<file path="src/rtl/apb_regbank_if.sv">
// APB3 slave front-end for the SPI register bank: base/index decode, one-cycle
// register strobes, PREADY stretching until acknowledge, and PSLVERR on bad index or timeout.
module apb_regbank_if #(
  parameter int DATA_W  = 8,
  parameter int ADDR_W  = 16,
  parameter int IDX_W   = 4,
  parameter int N_REG   = 4,
  parameter int TIMEOUT = 15
) (
  input  logic                      i_PCLK,
  input  logic                      i_PRESET,
  input  logic                      i_PSEL,
  input  logic                      i_PENABLE,
  input  logic                      i_PWRITE,
  input  logic [ADDR_W-1:0]         i_PADDR,
  input  logic [DATA_W-1:0]         i_PWDATA,
  input  logic [ADDR_W-IDX_W-3:0]   i_BASE_ADDR,
  output logic                      o_PREADY,
  output logic                      o_PSLVERR,
  output logic [DATA_W-1:0]         o_PRDATA,
  output logic [N_REG-1:0]          o_WR,
  output logic [N_REG-1:0]          o_RD,
  output logic [DATA_W-1:0]         o_WDATA,
  input  logic [DATA_W-1:0]         i_RDATA,
  input  logic                      i_ACK,
  output logic [7:0]                o_ERR_CNT
);

  localparam int CNT_W = (TIMEOUT < 2) ? 1 : $clog2(TIMEOUT + 1);

  typedef enum logic [1:0] {IDLE, ACCESS, WAIT, DONE} state_t;

  state_t            state, state_nxt;
  logic [IDX_W-1:0]  idx_q, idx_nxt, addr_idx;
  logic              write_q, write_nxt;
  logic [CNT_W-1:0]  tmo_q, tmo_nxt;
  logic [N_REG-1:0]  wr_nxt, rd_nxt;
  logic [DATA_W-1:0] wdata_nxt, prdata_nxt;
  logic              pready_nxt, pslverr_nxt, err_inc;
  logic              setup_hit, addr_in_range, idx_in_range;
  logic              unused_addr_bits;

  // Byte-lane bits of PADDR carry no meaning for a word-indexed register bank
  assign unused_addr_bits = ^i_PADDR[1:0];

  assign addr_idx      = i_PADDR[IDX_W+1:2];
  assign setup_hit     = i_PSEL && !i_PENABLE &&
                         (i_PADDR[ADDR_W-1:IDX_W+2] == i_BASE_ADDR);
  assign addr_in_range = ({1'b0, addr_idx} < (IDX_W+1)'(N_REG));
  assign idx_in_range  = ({1'b0, idx_q} < (IDX_W+1)'(N_REG));

  // Next-state and next-output logic; every output is registered below
  always_comb begin
    state_nxt   = state;
    idx_nxt     = idx_q;
    write_nxt   = write_q;
    tmo_nxt     = tmo_q;
    wr_nxt      = '0;
    rd_nxt      = '0;
    wdata_nxt   = o_WDATA;
    pready_nxt  = 1'b0;
    pslverr_nxt = 1'b0;
    prdata_nxt  = '0;
    err_inc     = 1'b0;

    case (state)
      IDLE: begin
        if (setup_hit) begin
          state_nxt = ACCESS;
          idx_nxt   = addr_idx;
          write_nxt = i_PWRITE;
          tmo_nxt   = '0;
          wdata_nxt = i_PWRITE ? i_PWDATA : '0;
          if (addr_in_range) begin
            if (i_PWRITE) wr_nxt = N_REG'(1) << addr_idx;
            else          rd_nxt = N_REG'(1) << addr_idx;
          end
        end
      end

      ACCESS: begin
        if (!i_PSEL) begin
          state_nxt = IDLE;
        end else if (!idx_in_range) begin
          state_nxt   = DONE;
          pready_nxt  = 1'b1;
          pslverr_nxt = 1'b1;
          err_inc     = 1'b1;
        end else if (i_ACK) begin
          state_nxt  = DONE;
          pready_nxt = 1'b1;
          prdata_nxt = write_q ? '0 : i_RDATA;
        end else begin
          state_nxt = WAIT;
          tmo_nxt   = CNT_W'(1);
        end
      end

      // tmo_q holds the ordinal of the current WAIT cycle; acknowledge beats timeout
      WAIT: begin
        if (!i_PSEL) begin
          state_nxt = IDLE;
        end else if (i_ACK) begin
          state_nxt  = DONE;
          pready_nxt = 1'b1;
          prdata_nxt = write_q ? '0 : i_RDATA;
        end else if (TIMEOUT != 0) begin
          if (tmo_q == CNT_W'(TIMEOUT)) begin
            state_nxt   = DONE;
            pready_nxt  = 1'b1;
            pslverr_nxt = 1'b1;
            err_inc     = 1'b1;
          end else begin
            tmo_nxt = tmo_q + CNT_W'(1);
          end
        end
      end

      DONE: begin
        state_nxt = IDLE;
      end

      default: begin
        state_nxt = IDLE;
      end
    endcase
  end

  always_ff @(posedge i_PCLK or posedge i_PRESET) begin
    if (i_PRESET) begin
      state     <= IDLE;
      idx_q     <= '0;
      write_q   <= 1'b0;
      tmo_q     <= '0;
      o_WR      <= '0;
      o_RD      <= '0;
      o_WDATA   <= '0;
      o_PREADY  <= 1'b0;
      o_PSLVERR <= 1'b0;
      o_PRDATA  <= '0;
      o_ERR_CNT <= '0;
    end else begin
      state     <= state_nxt;
      idx_q     <= idx_nxt;
      write_q   <= write_nxt;
      tmo_q     <= tmo_nxt;
      o_WR      <= wr_nxt;
      o_RD      <= rd_nxt;
      o_WDATA   <= wdata_nxt;
      o_PREADY  <= pready_nxt;
      o_PSLVERR <= pslverr_nxt;
      o_PRDATA  <= prdata_nxt;
      if (err_inc && (o_ERR_CNT != 8'hFF)) o_ERR_CNT <= o_ERR_CNT + 8'd1;
    end
  end

endmodule

</file>
<file path="config.mk">
export PLATFORM = sky130hd
export DESIGN_NAME = apb_regbank_if
export DESIGN_NICKNAME = d
export VERILOG_FILES = /design/src/rtl/apb_regbank_if.sv
export SDC_FILE = /design/constraint.sdc
export NUM_CORES = 1
export LEC_CHECK = 0
export CAP_MARGIN = 20
export CORE_MARGIN = 1
export CORE_UTILIZATION = 26
export DETAILED_ROUTE_END_ITERATION = 8
export PLACE_DENSITY = 0.65
export SLEW_MARGIN = 20
export SYNTH_ARGS = -nofsm -noshare
export SYNTH_HDL_FRONTEND = slang
export SYNTH_SLANG_ARGS = --single-unit
</file>
<file path="constraint.sdc">
create_clock -name i_PCLK -period 1.97 [get_ports i_PCLK]
set_input_delay 0.394 -clock i_PCLK [delete_from_list [all_inputs] [get_ports i_PCLK]]
set_output_delay 0.394 -clock i_PCLK [all_outputs]
set_load 0.03 [all_outputs]
</file>
==> out/results.txt <==
The run finished with clean final reports. For the final number of max-transition violations, the log shows 0. The register bit total from synthesis is 43, and the post-detailed-route count of antenna-violating nets is 0. The via count of the first global-routing pass came out at 1766.

Number of failing hold endpoints at the final stage: 0. The critical path in this run is classified as input pin to flop. Routability-driven placement finished with a final weighted congestion of 0.794. The run gives 43 as the total clock sinks. Startpoint class of the critical path: an input pin. The number of enable-type register cells in the synthesized netlist is 0, and the share of the clock period used by the worst path is 96.7%.

The clock tree skew after final layout was 6.79 ps; the first-pass GRT wire length was 8080 µm. The wire-length estimate of the detail-placed layout is 3580 µm. For the hold buffer count at CTS, the log shows 0.

Across the run, the number of max-cap violations was 0. The floorplan die height was 91.1 µm; the layout overhead on the synthesized area was 58.0%. The core area is 0.00769 mm².

The die outline width is 91.1 µm, and the top fanout value on the critical path is 6. In this run the cell area of the synthesized design comes to 0.00206 mm². The worst hold path belongs to the class input pin to asynchronous set/reset pin. The tools report the origin of the worst setup path as i_PSEL. Using the TritonRoute via totals, the vias-per-cell ratio works out to 4.48. Row generation in the floorplan step produced 32 rows. For the maximum clock path buffer count, the log shows 2.

The reported leakage power is 1.46 nW, and the actual slew at the worst max-slew pin is 512 ps. After filler insertion, the fill cell instance count of the layout stands at 763. The number of antenna diodes in the final layout is 0. Slack of the worst reg-to-reg path: 200 ps.

The power density over cell area works out to 805 mW/mm². The capture point of the worst reg-to-reg path was tmo_q[1]. For this run, asynchronously set or reset flops after synthesis account for 100%.

For this block, the initial DRC count from the detailed router was 103. At the end of the flow the core is filled with cells to 42.4%. Most instantiated library cell after synthesis: sky130_fd_sc_hd__dfrtp_1.

Static timing analysis puts the maximum clock frequency at 525 MHz. After clock tree synthesis, the clock-pin slew on the worst setup and hold paths is 80 ps. The most used flip-flop cell after synthesis is sky130_fd_sc_hd__dfrtp_1. The count of buffers from port buffering came out at 79. In this run the critical register-to-register path is launched from tmo_q[0]. TritonCTS built the clock tree. The residual overflow from global routing is 0, and the number of remaining DRC errors is 0. The worst register-to-register path has a depth of 6. The run gives 4690 µm as the sum of routed wire length over all layers. Following the worst setup path forward leads to its endpoint at tmo_q[1].

Total power for the finished layout comes to 2.62 mW. Adding up every negative setup slack in the final design gives 0 ps. The synthesized area per cell works out to 11.1 µm².

When the netlist entered floorplanning its net count stood at 240. Category of the worst setup path capture point: a flop. After synthesis, flip-flops and latches occupy 52.2% of the total area.

Dominant cell type by area after synthesis: sky130_fd_sc_hd__dfrtp_1. The TritonCTS buffer count is 5, and the setup fix buffers added after clock tree synthesis is 0. Setup slack on the critical path of the routed design comes to 65.6 ps. Measured against its own limit, the worst slew margin works out to 65.8%. Pin placement for this block handled 82 I/O pins. The layout net count came out at 340.

Setup violations remaining at the end of the flow were counted as 0. For the worst setup path, the data arrival time is 2070 ps. The share of post-route cells with drive strength above 1 works out to 15.3%. Global routing used 12.1% of the available tracks across all layers. The shortest period the worst path allows was 1900 ps; the instance count of the mapped netlist was 186. The run gives 290 ps as the clock insertion delay at the later pin of the skew report. VDD sags by at most 0.000363 V. The commonest cells after synthesis are sky130_fd_sc_hd__dfrtp_1, sky130_fd_sc_hd__nand2_1, sky130_fd_sc_hd__o21ai_0. By area the synthesized netlist is led by sky130_fd_sc_hd__dfrtp_1, sky130_fd_sc_hd__xor2_1, sky130_fd_sc_hd__ha_1.

Entering global routing, the biggest net connects 28 pins. The setup slack after placement came out at -332 ps. Count of TritonRoute iterations in the first routing pass: 4. The tree is rooted in a sky130_fd_sc_hd__clkbuf_8. The final route contains 1743 vias.

The total of warnings raised by yosys came out at 0. The initial utilization of the core area, before any placement, comes to 26.8%. The tools report the area enclosed by the die boundary as 0.00830 mm².

Excluding fillers, the count of instances in the completed layout stands at 389. Initial antenna violation count: 0. The average routed wire per standard cell works out to 12.0 µm. The H-tree was split into 2 levels.

Setup repair after global routing could not meet its margin everywhere. Counting distinct cell types in the post-synthesis netlist gives 40. The share of the synthesized area in the top cell type is 52.2%, and the data required time at the worst endpoint is 2130 ps. After detailed placement, the design holds a cell count of 381.
## state kept, by name, indices dropped and copies added, names as in the netlist
name	flops
state	2
o_PRDATA	8
tmo_q	4
idx_q	2
o_RD	4
o_PSLVERR	1
o_ERR_CNT	8
o_PREADY	1
write_q	1
o_WDATA	8
o_WR	4
## worst min path at each step
stage / from / endpoint / slack [ps] / cells past startpoint
floorplan: write_q / write_q / 480 / 1
global placement: o_WDATA[7] / o_WDATA[7] / 460 / 2
detailed placement: o_WDATA[0] / o_WDATA[0] / 470 / 2
CTS: i_PRESET / o_WDATA[2] / 390 / 2
global route: i_PRESET / o_WDATA[6] / 410 / 2
finish: i_PRESET / o_WDATA[6] / 390 / 2
## per-layer routing
layer	track usage, %	share of wire [%]	routed length, µm
met2	20.6	47	2200
met4	3.04	0.45	21
met1	15.2	46	2160
met5	0	0	0
met3	3.02	6.3	295
## worst max-delay path, stage by stage
cell	delay, ps
sky130_fd_sc_hd__clkdlybuf4s50_1	510
sky130_fd_sc_hd__buf_4	150
sky130_fd_sc_hd__or2b_1	270
sky130_fd_sc_hd__o21ai_0	310
sky130_fd_sc_hd__nand3_4	170
sky130_fd_sc_hd__o21ai_2	180
sky130_fd_sc_hd__o31ai_2	80
## cells by family (layout without fill, tap and decap cells)
family | after synthesis | in the layout | share of synthesized area, %
compound gates | 33 | 33 | 11.5
xor+xnor | 17 | 17 | 7.22
flops | 43 | 43 | 52.2
simple gates | 75 | 75 | 21.2
fa+ha+maj | 6 | 6 | 3.64
buf+inv | 8 | 109 | 2.18
mux | 4 | 4 | 2.18
## where the power goes
group	internal (mW)	leakage (nW)	switching, mW
Combinational	0.436	0.802	0.513
Sequential	0.944	0.596	0.0513
Clock	0.377	0.0581	0.303
## cells in the final DEF, fill, tap and decap left out, types with 3 or more instances in the layout
master / instances
sky130_fd_sc_hd__clkdlybuf4s50_1: 78
sky130_fd_sc_hd__dfrtp_1: 43
sky130_fd_sc_hd__nand2_1: 19
sky130_fd_sc_hd__buf_4: 17
sky130_fd_sc_hd__xor2_1: 11
sky130_fd_sc_hd__o21ai_0: 10
sky130_fd_sc_hd__and2_1: 8
sky130_fd_sc_hd__and3_1: 7
sky130_fd_sc_hd__nand3_1: 7
sky130_fd_sc_hd__nand4_1: 6
sky130_fd_sc_hd__xnor2_1: 6
sky130_fd_sc_hd__nor2b_1: 5
sky130_fd_sc_hd__ha_1: 5
sky130_fd_sc_hd__clkbuf_8: 5
sky130_fd_sc_hd__o21ai_1: 4
sky130_fd_sc_hd__mux2_2: 4
sky130_fd_sc_hd__nor2_1: 4
sky130_fd_sc_hd__and3b_1: 4
sky130_fd_sc_hd__nand2b_1: 3
sky130_fd_sc_hd__o31ai_1: 3
sky130_fd_sc_hd__a21oi_1: 3
## what timing repair did
item                                    4_1_cts  5_1_grt
endpoints found under the setup margin        3       15
gates resized for setup                       1       12
pin swaps                                     0        6
## per-stage QoR
step / instance area [µm²] / hold slack [ps]
2_1_floorplan: 2060 / 480
4_1_cts: 3220 / 393
3_3_place_gp: 3100 / 465
5_1_grt: 3260 / 409
6_report: 3260 / 389
3_5_place_dp: 3100 / 474
## final cells by class
cell class              count  area, µm²  area share [%]
clock inverters             3       43.8            1.34
repair buffers             98        952            29.2
flip-flops and latches     43       1080            33.0
well taps                 102        128            3.91
clock buffers               5       68.8            2.11
inverters                   3       11.3           0.345
multi-input cells         135        981            30.1
(Power assumes the default switching activity.)
